$ cat src/rtl/int_ram_ctrl_if.sv
// Bundle of the channel-input, decoder-side and dual-bank RAM signals of int_ram_ctrl.
// The slave modport is the controller; the master modport is its environment.
interface int_ram_ctrl_if #(
    parameter int DATA_WIDTH = 5,
    parameter int ADDR_WIDTH = 8
);
    logic                  in_valid;
    logic [DATA_WIDTH-1:0] in_data;
    logic                  in_ready;

    logic                  dec_start;
    logic                  dec_busy;
    logic                  dec_rd_en;
    logic [ADDR_WIDTH-1:0] dec_rd_addr;
    logic [DATA_WIDTH-1:0] dec_rd_data;
    logic                  dec_rd_valid;
    logic                  dec_done;

    logic [ADDR_WIDTH-1:0] ram_addr   [0:1];
    logic [DATA_WIDTH-1:0] ram_din    [0:1];
    logic [DATA_WIDTH-1:0] ram_dout   [0:1];
    logic                  ram_we     [0:1];
    logic                  ram_cs     [0:1];
    logic [1:0]            bank_state [0:1];

    modport slave (
        input  in_valid, in_data, dec_rd_en, dec_rd_addr, dec_done, ram_dout,
        output in_ready, dec_start, dec_busy, dec_rd_data, dec_rd_valid,
               ram_addr, ram_din, ram_we, ram_cs, bank_state
    );

    modport master (
        output in_valid, in_data, dec_rd_en, dec_rd_addr, dec_done, ram_dout,
        input  in_ready, dec_start, dec_busy, dec_rd_data, dec_rd_valid,
               ram_addr, ram_din, ram_we, ram_cs, bank_state
    );
endinterface

$ cat src/rtl/int_ram_ctrl.sv
// Ping-pong intrinsic-LLR buffer: one bank loads channel LLRs while the other is
// owned by the decoder; full banks are handed over in load order.
module int_ram_ctrl #(
    parameter int DATA_WIDTH = 5,
    parameter int ADDR_WIDTH = 8,
    parameter int FRAME_LEN  = 256
) (
    input logic          clk,
    input logic          rst_n,
    int_ram_ctrl_if.slave bus
);

    typedef enum logic [1:0] {
        EMPTY    = 2'd0,
        FILLING  = 2'd1,
        FULL     = 2'd2,
        DECODING = 2'd3
    } bank_st_t;

    localparam logic [ADDR_WIDTH-1:0] LAST_ADDR = ADDR_WIDTH'(FRAME_LEN - 1);

    bank_st_t              bank_q [0:1];
    bank_st_t              bank_d [0:1];
    logic                  wr_sel_q, wr_sel_d;
    logic                  rd_sel_q, rd_sel_d;
    logic                  busy_q, busy_d;
    logic [ADDR_WIDTH-1:0] wr_addr_q, wr_addr_d;
    logic                  rv_q;
    logic                  rv_bank_q;

    logic                  load_open;
    logic                  accept;
    logic                  rd_acc;
    logic                  start;
    logic                  freed;

    always_ff @(posedge clk or negedge rst_n) begin
        if (!rst_n) begin
            bank_q[0] <= EMPTY;
            bank_q[1] <= EMPTY;
            wr_sel_q  <= 1'b0;
            rd_sel_q  <= 1'b0;
            busy_q    <= 1'b0;
            wr_addr_q <= '0;
            rv_q      <= 1'b0;
            rv_bank_q <= 1'b0;
        end else begin
            bank_q    <= bank_d;
            wr_sel_q  <= wr_sel_d;
            rd_sel_q  <= rd_sel_d;
            busy_q    <= busy_d;
            wr_addr_q <= wr_addr_d;
            rv_q      <= rd_acc;
            if (rd_acc) begin
                rv_bank_q <= rd_sel_q;
            end
        end
    end

    // Handover, release and accept always touch different banks, so applying
    // them in sequence never lets one overwrite another's effect.
    always_comb begin
        load_open = (bank_q[wr_sel_q] == EMPTY) || (bank_q[wr_sel_q] == FILLING);
        accept    = bus.in_valid & rst_n & load_open;
        rd_acc    = bus.dec_rd_en & busy_q;
        start     = ~busy_q & (bank_q[rd_sel_q] == FULL);
        freed     = bus.dec_done & busy_q;

        bank_d    = bank_q;
        wr_sel_d  = wr_sel_q;
        rd_sel_d  = rd_sel_q;
        busy_d    = busy_q;
        wr_addr_d = wr_addr_q;

        if (start) begin
            bank_d[rd_sel_q] = DECODING;
            busy_d           = 1'b1;
        end
        if (freed) begin
            bank_d[rd_sel_q] = EMPTY;
            rd_sel_d         = ~rd_sel_q;
            busy_d           = 1'b0;
        end
        if (accept) begin
            if (wr_addr_q == LAST_ADDR) begin
                bank_d[wr_sel_q] = FULL;
                wr_addr_d        = '0;
                wr_sel_d         = ~wr_sel_q;
            end else begin
                bank_d[wr_sel_q] = FILLING;
                wr_addr_d        = wr_addr_q + 1'b1;
            end
        end
    end

    always_comb begin
        bus.in_ready     = rst_n & load_open;
        bus.dec_start    = start;
        bus.dec_busy     = busy_q;
        bus.dec_rd_valid = rv_q;
        bus.dec_rd_data  = rv_q ? bus.ram_dout[rv_bank_q] : '0;

        for (int unsigned b = 0; b < 2; b++) begin
            bus.ram_cs[b]     = 1'b0;
            bus.ram_we[b]     = 1'b0;
            bus.ram_addr[b]   = '0;
            bus.ram_din[b]    = '0;
            bus.bank_state[b] = bank_q[b];
            if (accept && (wr_sel_q == b[0])) begin
                bus.ram_cs[b]   = 1'b1;
                bus.ram_we[b]   = 1'b1;
                bus.ram_addr[b] = wr_addr_q;
                bus.ram_din[b]  = bus.in_data;
            end else if (rd_acc && (rd_sel_q == b[0])) begin
                bus.ram_cs[b]   = 1'b1;
                bus.ram_addr[b] = bus.dec_rd_addr;
            end
        end
    end

endmodule

$ cat src/flat_wrapper.sv
// flat-port wrapper written by rule: the top's interface ports become plain ports
module int_ram_ctrl_flat 
#(
    parameter int DATA_WIDTH = 5,
    parameter int ADDR_WIDTH = 8,
    parameter int FRAME_LEN  = 256
)
  (clk, rst_n, bus_in_valid, bus_in_data, bus_dec_rd_en, bus_dec_rd_addr, bus_dec_done, bus_ram_dout, bus_in_ready, bus_dec_start, bus_dec_busy, bus_dec_rd_data, bus_dec_rd_valid, bus_ram_addr, bus_ram_din, bus_ram_we, bus_ram_cs, bus_bank_state);
  int_ram_ctrl_if #(.DATA_WIDTH(DATA_WIDTH), .ADDR_WIDTH(ADDR_WIDTH)) bus_i ();
  input logic clk;
  input logic rst_n;
  input wire logic [$bits(bus_i.in_valid)-1:0] bus_in_valid;
  input wire logic [$bits(bus_i.in_data)-1:0] bus_in_data;
  input wire logic [$bits(bus_i.dec_rd_en)-1:0] bus_dec_rd_en;
  input wire logic [$bits(bus_i.dec_rd_addr)-1:0] bus_dec_rd_addr;
  input wire logic [$bits(bus_i.dec_done)-1:0] bus_dec_done;
  input wire logic [$bits(bus_i.ram_dout)-1:0] bus_ram_dout;
  output wire logic [$bits(bus_i.in_ready)-1:0] bus_in_ready;
  output wire logic [$bits(bus_i.dec_start)-1:0] bus_dec_start;
  output wire logic [$bits(bus_i.dec_busy)-1:0] bus_dec_busy;
  output wire logic [$bits(bus_i.dec_rd_data)-1:0] bus_dec_rd_data;
  output wire logic [$bits(bus_i.dec_rd_valid)-1:0] bus_dec_rd_valid;
  output wire logic [$bits(bus_i.ram_addr)-1:0] bus_ram_addr;
  output wire logic [$bits(bus_i.ram_din)-1:0] bus_ram_din;
  output wire logic [$bits(bus_i.ram_we)-1:0] bus_ram_we;
  output wire logic [$bits(bus_i.ram_cs)-1:0] bus_ram_cs;
  output wire logic [$bits(bus_i.bank_state)-1:0] bus_bank_state;
  assign bus_i.in_valid = bus_in_valid;
  assign bus_i.in_data = bus_in_data;
  assign bus_i.dec_rd_en = bus_dec_rd_en;
  assign bus_i.dec_rd_addr = bus_dec_rd_addr;
  assign bus_i.dec_done = bus_dec_done;
  assign bus_i.ram_dout = {>>{bus_ram_dout}};
  assign bus_in_ready = bus_i.in_ready;
  assign bus_dec_start = bus_i.dec_start;
  assign bus_dec_busy = bus_i.dec_busy;
  assign bus_dec_rd_data = bus_i.dec_rd_data;
  assign bus_dec_rd_valid = bus_i.dec_rd_valid;
  assign bus_ram_addr = {>>{bus_i.ram_addr}};
  assign bus_ram_din = {>>{bus_i.ram_din}};
  assign bus_ram_we = {>>{bus_i.ram_we}};
  assign bus_ram_cs = {>>{bus_i.ram_cs}};
  assign bus_bank_state = {>>{bus_i.bank_state}};
  int_ram_ctrl #(.DATA_WIDTH(DATA_WIDTH), .ADDR_WIDTH(ADDR_WIDTH), .FRAME_LEN(FRAME_LEN)) u_core (.clk(clk), .rst_n(rst_n), .bus(bus_i));
endmodule
$ cat config.mk
export PLATFORM = sky130hd
export DESIGN_NAME = int_ram_ctrl_flat
export DESIGN_NICKNAME = d
export VERILOG_FILES = /design/src/rtl/int_ram_ctrl_if.sv /design/src/rtl/int_ram_ctrl.sv /design/src/flat_wrapper.sv
export SDC_FILE = /design/constraint.sdc
export NUM_CORES = 1
export LEC_CHECK = 0
export CORE_ASPECT_RATIO = 0.9
export CORE_MARGIN = 3
export CORE_UTILIZATION = 40
export CTS_CLUSTER_SIZE = 10
export DETAILED_ROUTE_END_ITERATION = 10
export PLACE_DENSITY_LB_ADDON = 0.15
export SETUP_SLACK_MARGIN = 0.02
export SLEW_MARGIN = 30
export SYNTH_ARGS = -nofsm -noshare
export SYNTH_HDL_FRONTEND = slang
export SYNTH_SLANG_ARGS = --single-unit
$ cat constraint.sdc
create_clock -name clk -period 4.55 [get_ports clk]
set_input_delay 0.455 -clock clk [delete_from_list [all_inputs] [get_ports clk]]
set_output_delay 0.455 -clock clk [all_outputs]
set_load 0.03 [all_outputs]
=== Yosys cells after proc, flatten, opt, wreduce, memory -nomap -nowiden ===
Cells that the tools add are included.

* Bits in registers: 17
* Output and inout bits: 43

* Add/sub/neg operators: 1
* $lt $le $gt $ge: 5
* Equal/unequal tests: 3
* Muxes and demuxes: 33
* Bitwise gates (word level): 21
* Reduce and logical (&&, ||, !) cells: 10

{| class="wikitable"
|+ Operators by type and width
! kind !! number
|-
| $mux W8 || 5
|-
| $mux W5 || 6
|-
| $mux W2 || 8
|-
| $mux W4 || 4
|-
| $add A8 B1 Y8 const B || 1
|-
| $eq A8 B8 Y1 const B || 1
|-
| $mux W1 || 8
|-
| $and A1 B1 Y1 || 6
|-
| $ge A2 B2 Y1 const B || 3
|-
| $logic_and A1 B1 Y1 || 6
|-
| $not A1 Y2 || 3
|-
| $and A2 B2 Y2 || 2
|-
| $and A4 B4 Y4 || 1
|-
| $demux W2 S1 || 2
|-
| $lt A2 B1 Y1 const B || 2
|-
| $not A2 Y2 || 2
|-
| $not A4 Y4 || 1
|-
| $or A2 B2 Y2 || 2
|-
| $or A4 B4 Y4 || 1
|-
| $not A1 Y1 || 3
|-
| $eq A2 B1 Y1 const B || 1
|-
| $eq A2 B2 Y1 const B || 1
|-
| $logic_not A2 Y1 || 1
|-
| $reduce_and A2 Y1 || 1
|-
| other kinds (2) || 2
|}

=== Longest topological paths before layout ===
Gate-level depths: netlist (run 1).

* Word-level depth: 12
* Mapped depth: 5
* Mapped depth without buffers: 5

=== Worst setup path before layout (run 1) ===
Ideal clock, no wire load.

* Kind: register to output
* From: reg u_core.busy_q (netlist: u_core.bus.dec_busy)
* To: out bus_ram_addr[10]
* Data arrival time: 1.583 ns
* Required time: 4.095 ns
* Path slack: 2.512 ns
* Stages on the path, launching flop included: 5
* Buffers on the path: 1
* Cell sequence: dfrtp_1 > clkbuf_1 > nand2_1 > nor3_2 > a22o_1

* Longest elaborated chain between the ends: 4

{| class="wikitable"
|+ RTL lines
! element !! line !! RTL
|-
| from (decl) || int_ram_ctrl.sv:26 || <nowiki>logic busy_q, busy_d;</nowiki>
|-
| from (signal assigned) || int_ram_ctrl.sv:51 || <nowiki>busy_q <= busy_d;</nowiki>
|-
| $and A1 B1 Y1 || int_ram_ctrl.sv:65 || <nowiki>rd_acc = bus.dec_rd_en & busy_q;</nowiki>
|-
| $logic_and A1 B1 Y1 || int_ram_ctrl.sv:114 || <nowiki>end else if (rd_acc && (rd_sel_q == b[0])) begin</nowiki>
|-
| $mux W8 || int_ram_ctrl.sv:114 ||
|-
| $mux W8 || int_ram_ctrl.sv:109 || <nowiki>if (accept && (wr_sel_q == b[0])) begin</nowiki>
|-
| to (decl) || flat_wrapper.sv:23 || <nowiki>output wire logic [$bits(bus_i.ram_addr)-1:0] bus_ram_addr;</nowiki>
|}

Every way passes these cells.

=== Worst setup path after layout (run 1) ===
* From: in rst_n
* To: out bus_ram_addr[11]

* Longest elaborated chain between the ends: 4

{| class="wikitable"
|+ RTL lines
! element !! line !! RTL
|-
| from (decl) || flat_wrapper.sv:11 || <nowiki>input logic rst_n;</nowiki>
|-
| $and A1 B1 Y1 (2 in a row) || int_ram_ctrl.sv:64 || <nowiki>accept = bus.in_valid & rst_n & load_open;</nowiki>
|-
| $logic_and A1 B1 Y1 || int_ram_ctrl.sv:109 ||
|-
| $mux W8 || int_ram_ctrl.sv:109 ||
|}

Every way passes these cells.

==> results by group, run 1 <==
Floorplanning
  • Die Width: 62.7 um
  • Die height: 57.1 um
  • # rows: 17
  • Core ar.: 2590 um^2
  • Die ar.: 3580 um^2
  • Initial Util: 44.6%
  • Ports: 71

Run status
  • Status: finished, final reports clean

Yosys
  • Post-Syn Instances: 127
  • Post-synthesis cell type count: 29
  • Top cell type's share of synthesized area: 36.7%
  • Synth area leaders: dfrtp_1, a22o_1, and2_1
  • Post-synth EDFFs: 0
  • Syn nets: 156
  • Ys flop type: dfrtp_1
  • Synthesized flop and latch total: 17
  • Synthesis Warnings: 0
  • Area leader, netlist: dfrtp_1
  • Syn_area_per_cell: 9.12 um^2
  • Post-synthesis sequential area ratio: 36.7%
  • Synth async-reset ratio: 100%
  • Post-synthesis cell area: 1160 um^2

Cells and area
  • Final std cells w/o fill: 236
  • Final #Nets: 228
  • Commonest non-fill, non-tap cell in the layout: clkdlybuf4s50_1
  • Layout cell share with drive strength beyond 1: 7.07%
  • Most frequent cells in the layout: clkdlybuf4s50_1, a22o_1, dfrtp_1, nand2_1, and2_1
  • Layout area overhead: 66.7%
  • Ant. Diodes: 0
  • End-of-flow core utilization: 74.4%

Routing
  • Pre-antenna DRT Iters: 4
  • DRC violations left: 0
  • Via density: 5.20
  • Vias: 1228
  • Wire length per cell: 14.9 um
  • ANT nets after route: 0
  • Detailed router's first-iteration violation count: 69
  • Post-Route WL: 3510 um

Clocking
  • H-tree depth: 1
  • Num CTS Buffers: 3
  • Hold-fix buffers at CTS: 0
  • Post-CTS resize count: 0
  • Clk Latency, worst-skew pair: 0.30 ns
  • Cell chosen for the clock root: clkbuf_4
  • Clock Sinks: 17
  • Clk buf depth: 2
  • CTS tree: done
  • CTS clk-pin slew, worst paths: 0.10 ns
  • Post-CTS setup buffers: 0

Placed design
  • Placed Instances: 232
  • GP Congestion: 0.821
  • Final HPWL DP: 2830 um
  • PortBufs: 70

Pwr
  • Pwr Total: 0.000446 W
  • Pwr Density: 231 nW/um^2
  • Part of the power in registers: 49.8%
  • Clock Power Share: 18.6%
  • Pint: 0.000284 W
  • Worst VDD drop: 0.000204 V
  • Switching power: 0.000163 W
  • Switching fraction of total power: 36.4%
  • Pleak: 0.783 nW
  • Combinational Power Share: 31.6%

Critical path
  • Crit-path cells: clkdlybuf4s50_1 > nand2_2 > nor3_4 > nor3_2 > a22o_1 > clkdlybuf4s50_1
  • Worst EP required: 4.09 ns
  • CP Max Fanout: 18
  • CP endpoint kind: primary output
  • Max incr delay on CP: 0.59 ns
  • Crit-path most repeated cell: clkdlybuf4s50_1
  • Crit Path Category: in -> out
  • Worst EP arrival: 2.71 ns
  • Flop2flop setup slack: 2.85 ns
  • Startpoint type of the worst setup path: primary input
  • Slowest cell on crit path: clkdlybuf4s50_1

Timing
  • RSZ-0062 raised after global routing: false
  • Final Hold Fails: 0
  • Least-Margin Pin Slew: 0.665 ns
  • Setup Viol. Count Final: 0
  • Period utilization: 69.6%
  • TNS Setup: 0 ns
  • Final Max Tran Viols: 0
  • Tmin final: 3.17 ns
  • Fmax: 0.316 GHz
  • Relative slew slack: 55.6%
  • Clock Skew: 0.00102 ns

GRT
  • First-pass GRT wire length: 5680 um
  • Maximum number of pins on one net before global-route repair: 19
  • Vias in the first global route: 1083
  • Total gr overflow: 0
  • Antenna violations before repair: 0
  • GRT Resource Usage Total: 20.1%

Run
  • Max Cap Violations: 0

Worst hold path
  • HP Class: in -> async
## worst paths after layout
kind,startpoint,cells after the start,end
min in group clk,u_core.wr_addr_q[6]$_DFFE_PN0P_,1,u_core.wr_addr_q[6]$_DFFE_PN0P_
worst max-delay path,rst_n,6,bus_ram_addr[11]
max in group asynchronous,rst_n,2,u_core.rv_bank_q$_DFFE_PN0N_
worst min-delay path,rst_n,2,u_core.bus.dec_busy$_DFFE_PN0P_
worst min register to register,u_core.wr_addr_q[6]$_DFFE_PN0P_,1,u_core.wr_addr_q[6]$_DFFE_PN0P_
worst max register to register,u_core.wr_addr_q[0]$_DFFE_PN0P_,5,u_core.bus.bank_state[0]$_DFF_PN0_
## power by group through the flow
stage / Sequential (W) / Combinational, W / Clock [W]
floorplan: 0.000206 / 0.0000869 / 0
finish: 0.000222 / 0.000141 / 0.0000829
CTS: 0.000221 / 0.000142 / 0.0000863
detailed placement: 0.000224 / 0.000141 / 0
global route: 0.000228 / 0.000152 / 0.0000936
global placement: 0.000221 / 0.000136 / 0
## metal layers
metal | up-vias | routed length, um | track usage [%] | share of wire, %
li1 | 600 | - | - | -
met1 | 568 | 1560 | 27.3 | 44
met2 | 55 | 1650 | 31.8 | 47
met3 | 5 | 252 | 4.72 | 7.2
met4 | 0 | 53 | 6.60 | 1.5
met5 | - | 0 | 0 | 0
## worst max-delay path: cells and delay by family
family | cells | cell delay (ns)
AO/OA/AOI/OAI | 1 | 0.24
buffers and inverters | 2 | 1.10
AND/OR/NAND/NOR | 3 | 0.91
## registers in the layout, summed over array words and instances, names as in the netlist
register                 flops
u_core.rd_sel_q              1
u_core.wr_sel_q              1
u_core.bus.dec_busy          1
u_core.rv_bank_q             1
u_core.bus.dec_rd_valid      1
u_core.bus.bank_state        4
u_core.wr_addr_q             8
## per-stage QoR
step / hold WS [ns] / cell area, um^2 / setup WS, ns
floorplan: 0.159 / 1160 / 2.51
global placement: 0.530 / 1900 / 1.22
detailed placement: 0.559 / 1900 / 1.08
CTS: 0.550 / 1930 / 1.09
global route: 0.571 / 1930 / 1.23
finish: 0.550 / 1930 / 1.38
## cells in the mapped netlist (all sizes together) (4+ instances only)
cell type and n:
a22o 17, o21ai 8, inv 6, nor3 5
mux2i 6, nor2 8, and2 10, dfrtp 17
xnor2 6, nand2 14, nor2b 5, a21oi 4
## cell families (layout without fill, tap and decap cells)
logic type	after synthesis	after routing	share of synthesized area [%]
simple gates	50	50	24.7
compound gates	34	34	21.5
flops	17	17	36.7
buf+inv	11	82	4.00
mux	8	8	7.45
xor+xnor	6	6	4.54
fa+ha+maj	1	1	1.08
## cell type report
| type | instances | area, um^2 |
|---|---|---|
| repair buffers | 72 | 716 |
| well taps | 38 | 47.5 |
| fillers | 200 | 663 |
| flip-flops and latches | 17 | 425 |
| clock inverters | 1 | 5.00 |
| multi-input cells | 99 | 693 |
| inverters | 6 | 22.5 |
| clock buffers | 3 | 22.5 |
(Power assumes the default switching activity.)
==> run 2: changes to the inputs <==
--- a/config.mk
+++ b/config.mk
@@ -7,7 +7,7 @@
 export LEC_CHECK = 0
 export CORE_ASPECT_RATIO = 0.9
 export CORE_MARGIN = 3
-export CORE_UTILIZATION = 40
+export CORE_UTILIZATION = 37
 export CTS_CLUSTER_SIZE = 10
 export DETAILED_ROUTE_END_ITERATION = 10
 export PLACE_DENSITY_LB_ADDON = 0.15
==> constraint.sdc (replaced) <==
create_clock -name clk -period 3.26 [get_ports clk]
set_input_delay 0.326 -clock clk [delete_from_list [all_inputs] [get_ports clk]]
set_output_delay 0.326 -clock clk [all_outputs]
set_load 0.03 [all_outputs]
==> run 2 against run 1 <==
  * Via count down 0.41%
  * First-iteration DRC count decreased by 46%
  * Clock power increased by 40%
  * Clock-buffer cell count stayed put
  * Combinational power is 39% higher
  * Clock skew is 0.0052 ns higher
  * Worst setup slack got worse by 0.83 ns
  * Design area fell by 1.6%
  * Sequential power is 40% higher
  * Wire length fell by 0.71%
  * Largest power group unchanged
  * Highest routed layer unchanged
==> results by group, run 2 (synthesis gave the netlist of run 1 again) <==
Placed design
  • GP Congestion: 0.843 (+2.6%)
  • PortBufs: 70 (unchanged)
  • Final HPWL DP: 2770 um (-2.0%)
  • Placed Instances: 235 (+1.3%)

GRT
  • Global routing usage on met2: 31.3% (-0.42 points)
  • Total gr overflow: 0 (unchanged)
  • Grt met3 use: 3.42% (-1.3 points)
  • Maximum number of pins on one net before global-route repair: 19 (unchanged)
  • Antenna violations before repair: 0 (unchanged)
  • GRT Resource Usage Total: 19.8% (-0.31 points)
  • Vias in the first global route: 1168 (+7.8%)
  • First-pass GRT wire length: 5980 um (+5.2%)
  • GRT busiest layer: met2
  • Met1 usage: 28.3% (+1.0 points)

Timing
  • Final Max Tran Viols: 0 (unchanged)
  • Setup Viol. Count Final: 0 (unchanged)
  • RSZ-0062 raised after global routing: false
  • Least-Margin Pin Slew: 0.552 ns (-0.113 ns)
  • Hold WS: 0.427 ns (-0.122 ns)
  • TNS Setup: 0 ns (unchanged)
  • Final Hold Fails: 0 (unchanged)
  • Clock Skew: 0.00621 ns (+0.00520 ns)
  • Relative slew slack: 63.0% (+7.5 points)
  • Tmin final: 2.70 ns
  • Period utilization: 82.9%
  • Fmax: 0.370 GHz

Critical path
  • Crit Path Category: in -> out
  • Worst EP arrival: 2.38 ns (-0.33 ns)
  • Startpoint type of the worst setup path: primary input
  • CP Max Fanout: 8 (-10)
  • CP endpoint kind: primary output
  • Worst EP required: 2.93 ns (-1.16 ns)

Worst hold path
  • HP Class: in -> async

Clocking
  • Clk Latency, worst-skew pair: 0.30 ns (about the same)
  • Post-CTS setup buffers: 0 (unchanged)
  • Post-CTS resize count: 0 (unchanged)
  • Clk buf depth: 2 (unchanged)
  • Hold-fix buffers at CTS: 0 (unchanged)
  • CTS tree: done
  • CTS clk-pin slew, worst paths: 0.10 ns (about the same)
  • H-tree depth: 1 (unchanged)
  • Cell chosen for the clock root: clkbuf_4
  • Clock Sinks: 17 (unchanged)
  • Num CTS Buffers: 3 (unchanged)

Pwr
  • Pleak: 0.816 nW (+4.1%)
  • Pwr Density: 327 nW/um^2 (+42%)
  • Worst VDD drop: 0.000296 V (+45%)

Floorplanning
  • Ports: 71 (unchanged)
  • Die height: 59.1 um (+3.6%)
  • Die ar.: 3840 um^2 (+7.3%)
  • Core ar.: 2860 um^2 (+10%)
  • # rows: 18 (+1)
  • Die Width: 65.0 um (+3.6%)
  • Initial Util: 40.5% (-4.1 points)

Routing
  • Via density: 5.12 (-1.7%)
  • DRC violations left: 0 (unchanged)
  • Vias: 1223 (-0.41%)
  • Post-Route WL: 3490 um (-0.71%)
  • Pre-antenna DRT Iters: 4 (unchanged)
  • Detailed router's first-iteration violation count: 37 (-46%)
  • ANT nets after route: 0 (unchanged)
  • Wire length per cell: 14.6 um (-2.0%)

Cells and area
  • Layout cell share with drive strength beyond 1: 14.6% (+7.5 points)
  • Largest register FFs: 8 (unchanged)
  • Most frequent cells in the layout: clkdlybuf4s50_1, a22o_1, buf_4, dfrtp_1, nand2_1
  • Biggest register: u_core.wr_addr_q
  • Layout area overhead: 64.0%
  • Final #Nets: 229 (+0.44%)
  • End-of-flow core utilization: 66.4% (-8.0 points)
  • Commonest non-fill, non-tap cell in the layout: clkdlybuf4s50_1
  • Fillers: 251 (+26%)
  • Final std cells w/o fill: 239 (+1.3%)
  • Ant. Diodes: 0 (unchanged)

Run status
  • Status: finished, final reports clean

Run
  • Max Cap Violations: 0 (unchanged)
run 2: cell type report:
cell class / count / area, um^2 / area share (%)
timing repair buffer: 73 / 688 / 36.2
multi-input combinational: 99 / 687 / 36.1
sequential: 17 / 425 / 22.4
tap: 40 / 50.0 / 2.63
clock buffer: 3 / 22.5 / 1.18
inverter: 6 / 22.5 / 1.18
clock inverter: 1 / 5.00 / 0.263
run 2: metal layers:
| layer | wire [um] | share of wire, % |
|---|---|---|
| met4 | 24 | 0.69 |
| met3 | 281 | 8.1 |
| met2 | 1530 | 44 |
| met1 | 1650 | 47 |
| met5 | 0 | 0 |
run 2: path summary, 6_finish.rpt:
kind | startpoint | to | slack [ns] | depth (start not counted)
max reg2reg | u_core.wr_addr_q[0]$_DFFE_PN0P_ | u_core.bus.bank_state[0]$_DFF_PN0_ | 1.50 | 5
min | rst_n | u_core.bus.bank_state[1]$_DFF_PN0_ | 0.43 | 2
max | rst_n | bus_ram_addr[9] | 0.56 | 6
min reg2reg | u_core.wr_addr_q[6]$_DFFE_PN0P_ | u_core.wr_addr_q[6]$_DFFE_PN0P_ | 0.56 | 1
min in group clk | u_core.wr_addr_q[6]$_DFFE_PN0P_ | u_core.wr_addr_q[6]$_DFFE_PN0P_ | 0.56 | 1
max in group asynchronous | rst_n | u_core.bus.bank_state[3]$_DFF_PN0_ | 2.64 | 2
run 2: metrics by stage:
| stage | area [um^2] | total power [W] | setup WS, ns |
|---|---|---|---|
| finish | 1900 | 0.000622 | 0.559 |
| CTS | 1900 | 0.000625 | 0.532 |
| floorplan | 1160 | 0.000408 | 1.35 |
| detailed placement | 1870 | 0.000509 | 0.538 |
| global placement | 1870 | 0.000498 | 0.604 |
| global route | 1900 | 0.000660 | 0.394 |
run 2: power by group:
group          leakage (nW)  total, W  switching (W)  internal, W
clock network        0.0177  0.000116      0.0000700    0.0000458
logic                 0.587  0.000196      0.0000926     0.000103
registers             0.211  0.000310      0.0000655     0.000245
run 2: critical path: stages:
cell and delay (ns):
clkdlybuf4s50_1 0.45, nand2_2 0.21, nor3_2 0.08, nor3_2 0.43
a22o_1 0.21, clkdlybuf4s50_1 0.67
==> run 3: changes to the inputs <==
==> constraint.sdc (replaced) <==
create_clock -name clk -period 2.5 [get_ports clk]
set_input_delay 0.25 -clock clk [delete_from_list [all_inputs] [get_ports clk]]
set_output_delay 0.25 -clock clk [all_outputs]
set_load 0.03 [all_outputs]
==> run 3 against run 2 <==
  * Global-route usage is 0.85 points higher
  * Clock power is 31% higher
  * Worst setup slack got worse by 0.40 ns
  * Clock-buffer cell count did not move
  * Non-clock buffer count is 3 higher
  * Sequential power is 29% higher
  * Die area did not move
  * Flip-flop and latch count is the same
  * Power is 31% higher
  * Design area is 2.2% higher
==> results by group, run 3 (synthesis gave the netlist of run 1 again) <==
Run status
  • Status: finished, final reports clean

Critical path
  • Crit Path Category: in -> out
  • Crit Reg-Reg Startpoint: u_core.wr_addr_q[0]$_DFFE_PN0P_
  • Startpoint type of the worst setup path: primary input
  • Worst Setup SP: bus_in_valid
  • Worst EP required: 2.25 ns (-0.68 ns)
  • CP endpoint kind: primary output
  • Worst EP arrival: 2.09 ns (-0.29 ns)
  • CP Max Fanout: 17 (+9)

Floorplanning
  • Core ar.: 2860 um^2 (unchanged)
  • Die height: 59.1 um (unchanged)
  • Ports: 71 (unchanged)
  • # rows: 18 (unchanged)
  • Initial Util: 40.5% (unchanged)
  • Die Width: 65.0 um (unchanged)
  • Die ar.: 3840 um^2 (unchanged)

Pwr
  • Worst VDD drop: 0.000537 V (+81%)
  • Pwr Density: 421 nW/um^2 (+29%)
  • Pleak: 0.975 nW (+20%)

Routing
  • DRC violations left: 0 (unchanged)
  • Detailed router's first-iteration violation count: 74 (+100%)
  • ANT nets after route: 0 (unchanged)
  • Pre-antenna DRT Iters: 4 (unchanged)
  • Metal3 WL: 330 um (+17%)
  • Vias: 1277 (+4.4%)
  • Via density: 5.28 (+3.1%)
  • M1 wire length: 1710 um (+3.4%)
  • Metal2 WL: 1690 um (+11%)
  • Wire length per cell: 15.6 um (+6.7%)
  • Max Used Layer: met4
  • Post-Route WL: 3770 um (+8.1%)

Cells and area
  • Layout cell share with drive strength beyond 1: 17.8% (+3.2 points)
  • Most frequent cells in the layout: clkdlybuf4s50_1, buf_4, a22o_1, dfrtp_1, nand2_1
  • Biggest register: u_core.wr_addr_q
  • Largest register FFs: 8 (unchanged)
  • Final #Nets: 232 (+1.3%)
  • End-of-flow core utilization: 67.9% (+1.4 points)
  • Ant. Diodes: 0 (unchanged)
  • Commonest non-fill, non-tap cell in the layout: clkdlybuf4s50_1
  • Final Cell Area: 1940 um^2 (+2.2%)
  • Layout area overhead: 67.6%

Placed design
  • Final HPWL DP: 3020 um (+8.8%)
  • Placed instance area: 1890 um^2 (+0.93%)
  • PortBufs: 70 (unchanged)
  • GP Congestion: 0.811 (-3.7%)

GRT
  • Total gr overflow: 0 (unchanged)
  • Maximum number of pins on one net before global-route repair: 19 (unchanged)
  • Antenna violations before repair: 0 (unchanged)
  • First-pass GRT wire length: 6090 um (+2.0%)
  • GRT Resource Usage Total: 20.6% (+0.85 points)
  • Vias in the first global route: 1221 (+4.5%)

Timing
  • Fmax: 0.428 GHz
  • Relative slew slack: 73.2% (+10 points)
  • Clock Skew: 0.00333 ns (-0.00288 ns)
  • Tmin final: 2.34 ns
  • Final Hold Fails: 0 (unchanged)
  • Setup Viol. Count Final: 0 (unchanged)
  • Hold WS: 0.331 ns (-0.0964 ns)
  • Least-Margin Pin Slew: 0.399 ns (-0.153 ns)
  • RSZ-0062 raised after global routing: false
  • Period utilization: 93.5%
  • TNS Setup: 0 ns (unchanged)
  • Final Max Tran Viols: 0 (unchanged)

Clocking
  • Hold-fix buffers at CTS: 0 (unchanged)
  • CTS clk-pin slew, worst paths: 0.10 ns (about the same)
  • Clk Latency, worst-skew pair: 0.30 ns (about the same)
  • Clk buf depth: 2 (unchanged)
  • Post-CTS setup buffers: 0 (unchanged)
  • H-tree depth: 1 (unchanged)
  • Num CTS Buffers: 3 (unchanged)
  • CTS tree: done
  • Clock Sinks: 17 (unchanged)
  • Cell chosen for the clock root: clkbuf_4

Run
  • Max Cap Violations: 0 (unchanged)

Worst hold path
  • HP Class: in -> async
run 3: cell count changes in the layout (fill, tap and decap cells not counted), sizes merged:
| cell | before | now |
|---|---|---|
| dlymetal6s2s | 0 | 8 |
| buf | 17 | 22 |
| clkdlybuf4s50 | 56 | 46 |
run 3: repair_timing:
item,in CTS,in global routing
cloned,0,0
resized for setup,1,9
hold endpoints to repair,0,0
setup endpoints to repair,8,14
run 3: layout make-up:
type | instances | area (um^2)
inverters | 6 | 22.5
fillers | 253 | 918
repair buffers | 76 | 726
clock buffers | 3 | 22.5
flip-flops and latches | 17 | 427
well taps | 40 | 50.0
multi-input cells | 99 | 689
clock inverters | 1 | 5.00
run 3: worst max-delay path: stages:
cell	delay [ns]
clkdlybuf4s50_1	0.50
nand2_2	0.08
nor3_2	0.16
buf_4	0.25
a22o_1	0.16
clkdlybuf4s50_1	0.67
run 3: layer usage:
| layer | up-vias | track usage, % |
|---|---|---|
| met5 | - | 0 |
| met4 | 0 | 6.93 |
| met3 | 5 | 2.47 |
| met2 | 63 | 33.5 |
| met1 | 605 | 28.7 |
| li1 | 604 | - |
run 3: power by group:
group          internal, W  switching (W)  total [W]  leakage [nW]
registers         0.000319      0.0000815   0.000401         0.209
logic             0.000137       0.000127   0.000264         0.748
clock network    0.0000596      0.0000928   0.000152        0.0177
run 3: final timing paths:
path / end / slack (ns) / cells past startpoint
max in group asynchronous: u_core.bus.dec_busy$_DFFE_PN0P_ / 1.97 / 2
worst min register to register: u_core.bus.dec_busy$_DFFE_PN0P_ / 0.58 / 1
worst min-delay path: u_core.wr_addr_q[5]$_DFFE_PN0P_ / 0.33 / 2
worst max register to register: u_core.bus.bank_state[0]$_DFF_PN0_ / 0.83 / 5
min in group clk: u_core.bus.dec_busy$_DFFE_PN0P_ / 0.58 / 2
worst max-delay path: bus_ram_addr[9] / 0.16 / 6
run 3: metrics by stage:
stage               total power, W  std cells  worst slack [ns]
floorplan                 0.000533        127             0.667
detailed placement        0.000669        238            0.0328
global route              0.000862        242            0.0369
CTS                       0.000819        242            0.0424
finish                    0.000817        242             0.163
global placement          0.000653        238             0.134
